**src/rtl/ctrl_pkg.sv**
```systemverilog
// Shared encodings for the multi-cycle MIPS controller: states, opcodes,
// datapath mux selects and the bundled control-strobe struct.
package ctrl_pkg;

  typedef enum logic [3:0] {
    S_FETCH  = 4'd0,
    S_DECODE = 4'd1,
    S_MEMADR = 4'd2,
    S_MEMRD  = 4'd3,
    S_MEMWB  = 4'd4,
    S_MEMWR  = 4'd5,
    S_EXEC   = 4'd6,
    S_ALUWB  = 4'd7,
    S_BRANCH = 4'd8,
    S_ADDIEX = 4'd9,
    S_ADDIWB = 4'd10,
    S_JUMP   = 4'd11
  } state_e;

  localparam logic [5:0] OP_RTYPE = 6'b000000;
  localparam logic [5:0] OP_LW    = 6'b100011;
  localparam logic [5:0] OP_LH    = 6'b100001;
  localparam logic [5:0] OP_LHU   = 6'b100101;
  localparam logic [5:0] OP_SW    = 6'b101011;
  localparam logic [5:0] OP_BEQ   = 6'b000100;
  localparam logic [5:0] OP_ADDI  = 6'b001000;
  localparam logic [5:0] OP_J     = 6'b000010;

  localparam logic [1:0] ALU_ADD   = 2'b00;
  localparam logic [1:0] ALU_SUB   = 2'b01;
  localparam logic [1:0] ALU_FUNCT = 2'b10;

  localparam logic [1:0] PC_ALU    = 2'b00;
  localparam logic [1:0] PC_ALUOUT = 2'b01;
  localparam logic [1:0] PC_JUMP   = 2'b10;

  localparam logic [1:0] SRCB_B     = 2'b00;
  localparam logic [1:0] SRCB_4     = 2'b01;
  localparam logic [1:0] SRCB_IMM   = 2'b10;
  localparam logic [1:0] SRCB_SHIMM = 2'b11;

  typedef struct packed {
    logic       pc_write;
    logic       pc_write_cond;
    logic       i_or_d;
    logic       mem_read;
    logic       mem_write;
    logic       ir_write;
    logic       mem_to_reg;
    logic       reg_dst;
    logic       reg_write;
    logic       alu_src_a;
    logic [1:0] alu_src_b;
    logic [1:0] alu_op;
    logic [1:0] pc_src;
  } ctrl_t;

endpackage

```
**src/rtl/multicycle_controller_if.sv**
```systemverilog
// Controller <-> datapath bundle; master is the controller side.
interface multicycle_controller_if #(
  parameter int OPCODE_W = 6,
  parameter int CNT_W    = 16
);
  logic [OPCODE_W-1:0] opcode;
  logic                zero;
  logic                mem_ready;
  logic                pc_write;
  logic                pc_write_cond;
  logic                i_or_d;
  logic                mem_read;
  logic                mem_write;
  logic                ir_write;
  logic                mem_to_reg;
  logic                reg_dst;
  logic                reg_write;
  logic                alu_src_a;
  logic [1:0]          alu_src_b;
  logic [1:0]          alu_op;
  logic [1:0]          pc_src;
  logic [3:0]          state;
  logic                illegal_op;
  logic                instr_done;
  logic [CNT_W-1:0]    instr_count;

  modport master (
    input  opcode, zero, mem_ready,
    output pc_write, pc_write_cond, i_or_d, mem_read, mem_write, ir_write,
           mem_to_reg, reg_dst, reg_write, alu_src_a, alu_src_b, alu_op,
           pc_src, state, illegal_op, instr_done, instr_count
  );

  modport slave (
    output opcode, zero, mem_ready,
    input  pc_write, pc_write_cond, i_or_d, mem_read, mem_write, ir_write,
           mem_to_reg, reg_dst, reg_write, alu_src_a, alu_src_b, alu_op,
           pc_src, state, illegal_op, instr_done, instr_count
  );
endinterface

```
**src/rtl/ctrl_decode.sv**
```systemverilog
// Moore output decode: state (plus mem_ready for the FETCH load strobes)
// to datapath control strobes.
module ctrl_decode
  import ctrl_pkg::*;
(
  input  state_e i_state,
  input  logic   i_mem_ready,
  output ctrl_t  o_ctrl
);

  always_comb begin
    o_ctrl = '0;
    case (i_state)
      S_FETCH: begin
        o_ctrl.mem_read  = 1'b1;
        o_ctrl.alu_src_b = SRCB_4;
        o_ctrl.alu_op    = ALU_ADD;
        o_ctrl.pc_src    = PC_ALU;
        o_ctrl.ir_write  = i_mem_ready;
        o_ctrl.pc_write  = i_mem_ready;
      end
      S_DECODE: o_ctrl.alu_src_b = SRCB_SHIMM;
      S_MEMADR, S_ADDIEX: begin
        o_ctrl.alu_src_a = 1'b1;
        o_ctrl.alu_src_b = SRCB_IMM;
      end
      S_MEMRD: begin
        o_ctrl.mem_read = 1'b1;
        o_ctrl.i_or_d   = 1'b1;
      end
      S_MEMWB: begin
        o_ctrl.reg_write  = 1'b1;
        o_ctrl.mem_to_reg = 1'b1;
      end
      S_MEMWR: begin
        o_ctrl.mem_write = 1'b1;
        o_ctrl.i_or_d    = 1'b1;
      end
      S_EXEC: begin
        o_ctrl.alu_src_a = 1'b1;
        o_ctrl.alu_op    = ALU_FUNCT;
      end
      S_ALUWB: begin
        o_ctrl.reg_write = 1'b1;
        o_ctrl.reg_dst   = 1'b1;
      end
      S_BRANCH: begin
        o_ctrl.alu_src_a     = 1'b1;
        o_ctrl.alu_op        = ALU_SUB;
        o_ctrl.pc_write_cond = 1'b1;
        o_ctrl.pc_src        = PC_ALUOUT;
      end
      S_ADDIWB: o_ctrl.reg_write = 1'b1;
      S_JUMP: begin
        o_ctrl.pc_write = 1'b1;
        o_ctrl.pc_src   = PC_JUMP;
      end
      default: o_ctrl = '0;
    endcase
  end

endmodule

```
**src/rtl/multicycle_controller.sv**
```systemverilog
// Multi-cycle MIPS control FSM with memory-ready stalls, illegal-opcode
// flag and retired-instruction counter.
module multicycle_controller
  import ctrl_pkg::*;
#(
  parameter int OPCODE_W    = 6,
  parameter int CNT_W       = 16,
  parameter int MEM_WAIT_EN = 1
) (
  input logic                     clk,
  input logic                     rst_n,
  multicycle_controller_if.master bus
);

  state_e           r_state;
  logic [CNT_W-1:0] r_cnt;
  logic             r_done;
  logic             r_ill;
  logic             w_ready;
  logic [5:0]       w_op;
  logic             w_is_load;
  logic             w_retire;
  ctrl_t            w_ctrl;

  assign w_ready   = (MEM_WAIT_EN != 0) ? bus.mem_ready : 1'b1;
  assign w_op      = 6'(bus.opcode);
  assign w_is_load = (w_op == OP_LW) || (w_op == OP_LH) || (w_op == OP_LHU);

  always_comb begin
    w_retire = 1'b0;
    case (r_state)
      S_MEMWB, S_ALUWB, S_BRANCH, S_ADDIWB, S_JUMP: w_retire = 1'b1;
      S_MEMWR: w_retire = w_ready;
      default: w_retire = 1'b0;
    endcase
  end

  always_ff @(posedge clk) begin
    if (!rst_n) begin
      r_state <= S_FETCH;
      r_cnt   <= '0;
      r_done  <= 1'b0;
      r_ill   <= 1'b0;
    end else begin
      r_done <= w_retire;
      r_ill  <= 1'b0;
      if (w_retire) r_cnt <= r_cnt + CNT_W'(1);
      case (r_state)
        S_FETCH:  if (w_ready) r_state <= S_DECODE;
        S_DECODE: begin
          case (w_op)
            OP_RTYPE:             r_state <= S_EXEC;
            OP_LW, OP_LH, OP_LHU: r_state <= S_MEMADR;
            OP_SW:                r_state <= S_MEMADR;
            OP_BEQ:               r_state <= S_BRANCH;
            OP_ADDI:              r_state <= S_ADDIEX;
            OP_J:                 r_state <= S_JUMP;
            default: begin
              r_state <= S_FETCH;
              r_ill   <= 1'b1;
            end
          endcase
        end
        // Opcode is still valid here: the IR only loads in FETCH.
        S_MEMADR: r_state <= w_is_load ? S_MEMRD : S_MEMWR;
        S_MEMRD:  if (w_ready) r_state <= S_MEMWB;
        S_MEMWR:  if (w_ready) r_state <= S_FETCH;
        S_EXEC:   r_state <= S_ALUWB;
        S_ADDIEX: r_state <= S_ADDIWB;
        default:  r_state <= S_FETCH;
      endcase
    end
  end

  ctrl_decode u_decode (
    .i_state     (r_state),
    .i_mem_ready (w_ready),
    .o_ctrl      (w_ctrl)
  );

  // Write strobes are held off while reset is asserted, even mid-instruction.
  assign bus.pc_write      = w_ctrl.pc_write & rst_n;
  assign bus.pc_write_cond = w_ctrl.pc_write_cond & rst_n;
  assign bus.mem_write     = w_ctrl.mem_write & rst_n;
  assign bus.ir_write      = w_ctrl.ir_write & rst_n;
  assign bus.reg_write     = w_ctrl.reg_write & rst_n;
  assign bus.i_or_d        = w_ctrl.i_or_d;
  assign bus.mem_read      = w_ctrl.mem_read;
  assign bus.mem_to_reg    = w_ctrl.mem_to_reg;
  assign bus.reg_dst       = w_ctrl.reg_dst;
  assign bus.alu_src_a     = w_ctrl.alu_src_a;
  assign bus.alu_src_b     = w_ctrl.alu_src_b;
  assign bus.alu_op        = w_ctrl.alu_op;
  assign bus.pc_src        = w_ctrl.pc_src;
  assign bus.state         = r_state;
  assign bus.illegal_op    = r_ill;
  assign bus.instr_done    = r_done;
  assign bus.instr_count   = r_cnt;

endmodule

```
**src/flat_wrapper.sv**
```systemverilog
// flat-port wrapper written by rule: the top's interface ports become plain ports
module multicycle_controller_flat import ctrl_pkg::*;
#(
  parameter int OPCODE_W    = 6,
  parameter int CNT_W       = 16,
  parameter int MEM_WAIT_EN = 1
)
  (clk, rst_n, bus_opcode, bus_zero, bus_mem_ready, bus_pc_write, bus_pc_write_cond, bus_i_or_d, bus_mem_read, bus_mem_write, bus_ir_write, bus_mem_to_reg, bus_reg_dst, bus_reg_write, bus_alu_src_a, bus_alu_src_b, bus_alu_op, bus_pc_src, bus_state, bus_illegal_op, bus_instr_done, bus_instr_count);
  multicycle_controller_if #(.OPCODE_W(OPCODE_W), .CNT_W(CNT_W)) bus_i ();
  input logic clk;
  input logic rst_n;
  input wire logic [$bits(bus_i.opcode)-1:0] bus_opcode;
  input wire logic [$bits(bus_i.zero)-1:0] bus_zero;
  input wire logic [$bits(bus_i.mem_ready)-1:0] bus_mem_ready;
  output wire logic [$bits(bus_i.pc_write)-1:0] bus_pc_write;
  output wire logic [$bits(bus_i.pc_write_cond)-1:0] bus_pc_write_cond;
  output wire logic [$bits(bus_i.i_or_d)-1:0] bus_i_or_d;
  output wire logic [$bits(bus_i.mem_read)-1:0] bus_mem_read;
  output wire logic [$bits(bus_i.mem_write)-1:0] bus_mem_write;
  output wire logic [$bits(bus_i.ir_write)-1:0] bus_ir_write;
  output wire logic [$bits(bus_i.mem_to_reg)-1:0] bus_mem_to_reg;
  output wire logic [$bits(bus_i.reg_dst)-1:0] bus_reg_dst;
  output wire logic [$bits(bus_i.reg_write)-1:0] bus_reg_write;
  output wire logic [$bits(bus_i.alu_src_a)-1:0] bus_alu_src_a;
  output wire logic [$bits(bus_i.alu_src_b)-1:0] bus_alu_src_b;
  output wire logic [$bits(bus_i.alu_op)-1:0] bus_alu_op;
  output wire logic [$bits(bus_i.pc_src)-1:0] bus_pc_src;
  output wire logic [$bits(bus_i.state)-1:0] bus_state;
  output wire logic [$bits(bus_i.illegal_op)-1:0] bus_illegal_op;
  output wire logic [$bits(bus_i.instr_done)-1:0] bus_instr_done;
  output wire logic [$bits(bus_i.instr_count)-1:0] bus_instr_count;
  assign bus_i.opcode = bus_opcode;
  assign bus_i.zero = bus_zero;
  assign bus_i.mem_ready = bus_mem_ready;
  assign bus_pc_write = bus_i.pc_write;
  assign bus_pc_write_cond = bus_i.pc_write_cond;
  assign bus_i_or_d = bus_i.i_or_d;
  assign bus_mem_read = bus_i.mem_read;
  assign bus_mem_write = bus_i.mem_write;
  assign bus_ir_write = bus_i.ir_write;
  assign bus_mem_to_reg = bus_i.mem_to_reg;
  assign bus_reg_dst = bus_i.reg_dst;
  assign bus_reg_write = bus_i.reg_write;
  assign bus_alu_src_a = bus_i.alu_src_a;
  assign bus_alu_src_b = bus_i.alu_src_b;
  assign bus_alu_op = bus_i.alu_op;
  assign bus_pc_src = bus_i.pc_src;
  assign bus_state = bus_i.state;
  assign bus_illegal_op = bus_i.illegal_op;
  assign bus_instr_done = bus_i.instr_done;
  assign bus_instr_count = bus_i.instr_count;
  multicycle_controller #(.OPCODE_W(OPCODE_W), .CNT_W(CNT_W), .MEM_WAIT_EN(MEM_WAIT_EN)) u_core (.clk(clk), .rst_n(rst_n), .bus(bus_i));
endmodule
```
**config.mk**
```make
export PLATFORM = sky130hd
export DESIGN_NAME = multicycle_controller_flat
export DESIGN_NICKNAME = d
export VERILOG_FILES = /design/src/rtl/ctrl_pkg.sv /design/src/rtl/multicycle_controller_if.sv /design/src/rtl/ctrl_decode.sv /design/src/rtl/multicycle_controller.sv /design/src/flat_wrapper.sv
export SDC_FILE = /design/constraint.sdc
export NUM_CORES = 1
export LEC_CHECK = 0
export ABC_AREA = 1
export BUFFER_PORTS_ARGS = -buffer_cell sky130_fd_sc_hd__buf_4
export CAP_MARGIN = 20
export CORE_ASPECT_RATIO = 0.75
export CORE_MARGIN = 2
export CORE_UTILIZATION = 51
export DETAILED_ROUTE_END_ITERATION = 16
export GPL_TIMING_DRIVEN = 0
export PLACE_DENSITY = 0.84
export REMOVE_ABC_BUFFERS = 1
export SLEW_MARGIN = 20
export SYNTH_ARGS = -nofsm -noshare
export SYNTH_HDL_FRONTEND = slang
export SYNTH_HIERARCHICAL = 1
export SYNTH_SLANG_ARGS = --single-unit
```
**constraint.sdc**
```tcl
create_clock -name clk -period 1.8 [get_ports clk]
set_input_delay 0.09 -clock clk [delete_from_list [all_inputs] [get_ports clk]]
set_output_delay 0.09 -clock clk [all_outputs]
set_load 0.02 [all_outputs]
```
==> flow_summary.json, run 1 <==
{
  "outcome": "finished clean",
  "cts-root-buf": "clkbuf_8",
  "fp.coreArea_mm2": 0.00300,
  "r2r-end": "u_core/bus.instr_count[8]",
  "hold_start": "rst_n",
  "yosysUniqueCellTypes": 25,
  "fin_skew_ns": 0.00230,
  "place.port_buffers": 46,
  "diodes": 0,
  "synth_warnings": 6,
  "worst_hold_slack_ns": 0.130,
  "required_ns": 1.99,
  "p_leak_nw": 0.957,
  "min_to": "u_core/bus.state[1]",
  "worstSetupPathType": "reg -> reg",
  "fin_area_mm2": 0.00202,
  "hold_class": "in -> reg",
  "grt_pass1_vias": 1496,
  "final-hold-violation-count": 0,
  "fmax_mhz": 617,
  "fin_crit_sh_pct": 90.0,
  "synth_compound_area_share_pct": 10.2,
  "placed_cells": 356,
  "hpwlAfterDp_um": 2910,
  "gp_congestion": 0.907,
  "cts_sinks": 22,
  "netlist.top_cell.by_area": "dfxtp_1",
  "clk_latency_ns": 0.26,
  "min_path_cells": 3,
  "initial_core_util_pct": 54.2,
  "regToRegSetupSlack_ns": 0.18,
  "crit_fanout": 7,
  "synth_mux_area_share_pct": 0,
  "die_w_um": 69.2,
  "cts_buffers": 3,
  "antenna_found_initial": 0,
  "synth_edf_count": 0,
  "yosys_most_used_dff": "dfxtp_1",
  "hold_buffers": 0,
  "drc_errors": 0,
  "drt_iter0_drc": 89,
  "synth_simple_gate_area_share_pct": 47.5,
  "floorplan.die_area_mm2": 0.00366,
  "clockBufferDepth": 2,
  "synth.area.top_cells": "dfxtp_1, nand2_1, nor2_1",
  "r2r_start": "u_core/bus.instr_count[0]",
  "drt-wirelength-per-cell_um": 10.8,
  "synth-async-reset-ratio_pct": 0,
  "ant_nets": 0,
  "fin_util_pct": 67.5,
  "io_pins": 48,
  "drive_above_1_share_pct": 23.6,
  "end_kind": "register",
  "cts_htree_levels": 1,
  "synthAdderAreaFrac_pct": 0.770,
  "fp-row-count": 17,
  "synth_area_mm2": 0.00162,
  "final_max_slew_viol_count": 0,
  "peakVddDrop_uv": 381,
  "grt_pass1_wl_um": 6400,
  "dpl-instance-area_mm2": 0.00196,
  "synth_xor_area_share_pct": 2.16,
  "firstDrtPassIters": 5,
  "rr_worst_depth": 7,
  "worst_slew_pin_slew_ns": 0.642,
  "syn_inst": 279,
  "cts_tree": "yes",
  "setup_violations": 0,
  "p_per_area_mw_per_mm2": 505,
  "synth_top_area_share_pct": 27.1,
  "ys_ff_latch": 22,
  "finalCriticalPeriod_ns": 1.62,
  "drv_cap": 0,
  "rsz0062_at_grt": "false",
  "vias_per_cell": 5.12,
  "synth_area_per_cell_um2": 5.82,
  "grt-ovfl-total": 0,
  "grt_max_degree": 21,
  "synth_common_cells": "nand2_1, nor2_1, inv_1, dfxtp_1, nand3_1",
  "yosysMostFrequentCell": "nand2_1",
  "worstPathArrival_ns": 1.81,
  "grt_use_total_pct": 21.1,
  "die_y_um": 52.9,
  "syn_to_final_growth_pct": 24.7,
  "critPathLaunchType": "register",
  "ys_seq_area_share_pct": 27.1,
  "slew_headroom_pct": 57.1,
  "vias": 1844,
  "clk_pin_slew_ns": 0.08,
  "fin_nets": 334,
  "final_cell_count_no_fill": 360,
  "synth_top_family_by_area": "simple AND/OR/NAND/NOR gates",
  "wl_um": 3900
}
==> power by group <==
part | internal [mW] | switching (mW)
logic | 0.0616 | 0.102
clock network | 0.195 | 0.158
registers | 0.493 | 0.0125
total | 0.749 | 0.273
==> worst max-delay path by stage <==
stage / depth (start not counted) / end / startpoint / slack [ns]
after floorplan: 4 / bus_alu_src_a / u_core/bus.state[3] / 0.08
after global placement: 8 / u_core/bus.instr_count[14] / u_core/bus.state[1] / -0.02
after detailed placement: 8 / u_core/bus.instr_count[14] / u_core/bus.state[1] / -0.02
after CTS: 8 / u_core/bus.instr_count[15] / u_core/bus.state[1] / 0.02
after global routing: 7 / u_core/bus.instr_count[8] / u_core/bus.instr_count[0] / 0.06
final: 7 / u_core/bus.instr_count[8] / u_core/bus.instr_count[0] / 0.18
==> per-stage QoR <==
stage          power [mW]  setup TNS, ns  worst slack (ns)
3_5_place_dp        0.680        -0.0786           -0.0227
3_3_place_gp        0.677        -0.0456           -0.0196
4_1_cts              1.03              0            0.0200
5_1_grt              1.07              0            0.0569
6_report             1.02              0             0.180
2_1_floorplan       0.614              0            0.0827
==> sequential cells by signal (all words and copies together) (netlist names) <==
signal and flops:
u_core/bus.illegal_op 1, u_core/bus.instr_count 16, u_core/bus.instr_done 1, u_core/bus.state 4
==> layout by cell type, fill, tap and decap left out <==
cell and instances:
nor2_4 1, inv_1 33, inv_4 1, clkinv_1 1, xnor2_1 3, o21ai_1 1, a21oi_1 11, nor2_2 4
dfxtp_2 1, buf_4 46, o22ai_1 2, clkbuf_8 4, ha_1 1, nand2_1 89, inv_2 3, a21oi_2 7
dfxtp_1 21, xor2_1 1, nand2_2 8, nand2_4 1, nand4_1 11, nand3_1 22, o21ai_0 5, nor2_1 44
o211ai_1 1
==> final cells by class <==
class,count,area [um2]
well taps,38,47.5
flip-flops and latches,22,442
clock buffers,4,55.1
multi-input cells,212,990
repair buffers,46,345
inverters,38,145
fillers,282,975
==> critical path: stages, from the launching register on <==
cell	delay (ns)
dfxtp_1	0.43
ha_1	0.28
inv_1	0.06
nor2_1	0.27
nand2_1	0.13
xnor2_1	0.18
nand2_2	0.07
a21oi_2	0.13
==> metal layers <==
layer | part of all wire, % | GRT usage (%)
met5 | 0 | 0
met1 | 50 | 29.8
met4 | 0.49 | 3.92
met3 | 7.3 | 4.19
met2 | 42 | 33.8
==> kinds of logic after synthesis <==
logic type	count (synthesis)
flops	22
buf+inv	45
xor+xnor	4
fa+ha+maj	1
simple gates	180
compound gates	27
==> timing repair <==
action | 4_1_cts | 5_1_grt
buffers inserted | 0 | 0
endpoints found under the setup margin | 11 | 14
gates cloned | 0 | 0
gates resized for setup | 1 | 2
No activity file was read; power rests on OpenSTA's default activity.
==> run 2: changes to the inputs <==
CELL_PAD_IN_SITES_DETAIL_PLACEMENT = 1   (was unset)
CELL_PAD_IN_SITES_GLOBAL_PLACEMENT = 1   (was unset)
CORE_UTILIZATION = 34   (was 51)
==> run 2 against run 1 <==
Critical path depth did not move. Die area grew 46%. Flip-flop and latch count unchanged. Highest routed layer unchanged. Worst hold slack improved by 0.0014 ns. Clock skew grew 0.0043 ns.
==> flow_summary.json, run 2 (synthesis results as in run 1) <==
{
  "outcome": "finished clean",
  "fillers": 652,
  "gp_congestion": 0.825,
  "grt-ovfl-total": 0,
  "worstSetupPathType": "reg -> reg",
  "setup_violations": 0,
  "diodes": 0,
  "hpwlAfterDp_um": 3750,
  "worst_hold_slack_ns": 0.132,
  "drc_errors": 0,
  "rsz0062_at_grt": "false",
  "clk_pin_slew_ns": 0.09,
  "cts-root-buf": "clkbuf_8",
  "fin_skew_ns": 0.00657,
  "fp.coreArea_mm2": 0.00452,
  "worstPathArrival_ns": 1.78,
  "p_leak_nw": 0.964,
  "floorplan.die_area_mm2": 0.00535,
  "peakVddDrop_uv": 312,
  "final.setup.tns_ns": 0,
  "largest_reg_flops": 16,
  "wl_met3_um": 212,
  "finalCriticalPeriod_ns": 1.66,
  "final-hold-violation-count": 0,
  "fmax_mhz": 604,
  "wl_um": 4900,
  "clk_latency_ns": 0.27,
  "vias": 1849,
  "regToRegSetupSlack_ns": 0.14,
  "die_w_um": 83.8,
  "cts_tree": "yes",
  "grt_max_degree": 21,
  "hold_buffers": 0,
  "met1Wirelength_um": 2460,
  "critPathLaunchType": "register",
  "fin_crit_sh_pct": 92.0,
  "cts_htree_levels": 1,
  "clockBufferDepth": 2,
  "fin_nets": 334,
  "grt_use_total_pct": 18.1,
  "end_kind": "register",
  "final_max_slew_viol_count": 0,
  "place.port_buffers": 46,
  "vias_per_cell": 4.88,
  "firstDrtPassIters": 4,
  "worst_slew_pin_slew_ns": 0.682,
  "io_pins": 48,
  "syn_to_final_growth_pct": 27.3,
  "cts_sinks": 22,
  "grt_pass1_wl_um": 8020,
  "drive_above_1_share_pct": 23.9,
  "drv_cap": 0,
  "ant_nets": 0,
  "mostFrequentLayoutCells": "nand2_1, buf_4, nor2_1",
  "die_y_um": 63.9,
  "grt_pass1_vias": 1748,
  "cts_buffers": 3,
  "required_ns": 1.92,
  "drt_iter0_drc": 84,
  "drt-wirelength-per-cell_um": 12.9,
  "antenna_found_initial": 0,
  "slew_headroom_pct": 54.5,
  "initial_core_util_pct": 35.9,
  "layout_commonest_cell": "nand2_1",
  "p_per_area_mw_per_mm2": 554,
  "highest_layer": "met4",
  "met2_length_um": 2180,
  "fp-row-count": 21,
  "hold_class": "in -> reg",
  "crit_fanout": 20
}
==> run 2: cell count changes in the layout (fill, tap and decap cells not counted) <==
cell       delta
bufinv_16     +1
clkbuf_8      -1
nor2_1        -1
nor2_2        +1
==> run 2: through the flow <==
stage | cell area [um2] | util (%) | std cells | worst slack, ns | power [mW]
floorplan | 1570 | - | 272 | 0.0827 | 0.614
global placement | 1980 | 43.9 | 375 | -0.0985 | 0.681
detailed placement | 1980 | 43.9 | 375 | -0.111 | 0.686
CTS | 2060 | 45.7 | 379 | 0.125 | 1.16
global route | 2070 | 45.7 | 379 | 0.00822 | 1.21
finish | 2070 | 45.7 | 379 | 0.144 | 1.15
==> run 2: final timing paths <==
check	startpoint	to	cells after the start
min reg2reg	u_core/bus.instr_count[15]	u_core/bus.instr_count[15]	2
min	rst_n	u_core/bus.state[1]	3
max reg2reg	u_core/bus.state[0]	u_core/bus.instr_count[11]	7
max	u_core/bus.state[0]	u_core/bus.instr_count[11]	7
==> run 2: critical path, cell delays in order (launching register included) <==
cell and delay, ns:
dfxtp_1 0.58, nand2_2 0.18, nor2_4 0.13, nand2_2 0.08
nand2_4 0.23, inv_4 0.14, nand2_1 0.09, a21oi_1 0.06
==> run 2: layout make-up <==
type                    count  area (um2)  area share (%)
repair buffers             46         345            16.7
inverters                  38         145            7.02
flip-flops and latches     22         442            21.4
clock inverters             1        30.0            1.45
multi-input cells         212         992            48.0
well taps                  57        71.3            3.45
clock buffers               3        41.3            2.00
==> run 2: what timing repair did <==
action	4_1_cts	5_1_grt
endpoints found under the setup margin	14	2
resized for setup	3	1
setup buffers	0	0
==> run 2: report_power, final <==
group,internal [mW],total (mW),switching (mW)
clock,0.297,0.471,0.173
sequential,0.493,0.506,0.0135
combinational,0.0615,0.168,0.107
total,0.852,1.15,0.294
==> run 2: routing by layer <==
metal	GRT usage (%)	vias up
met5	0	-
met4	4.44	0
met3	2.45	4
met2	29.8	31
met1	25.1	857
li1	-	957
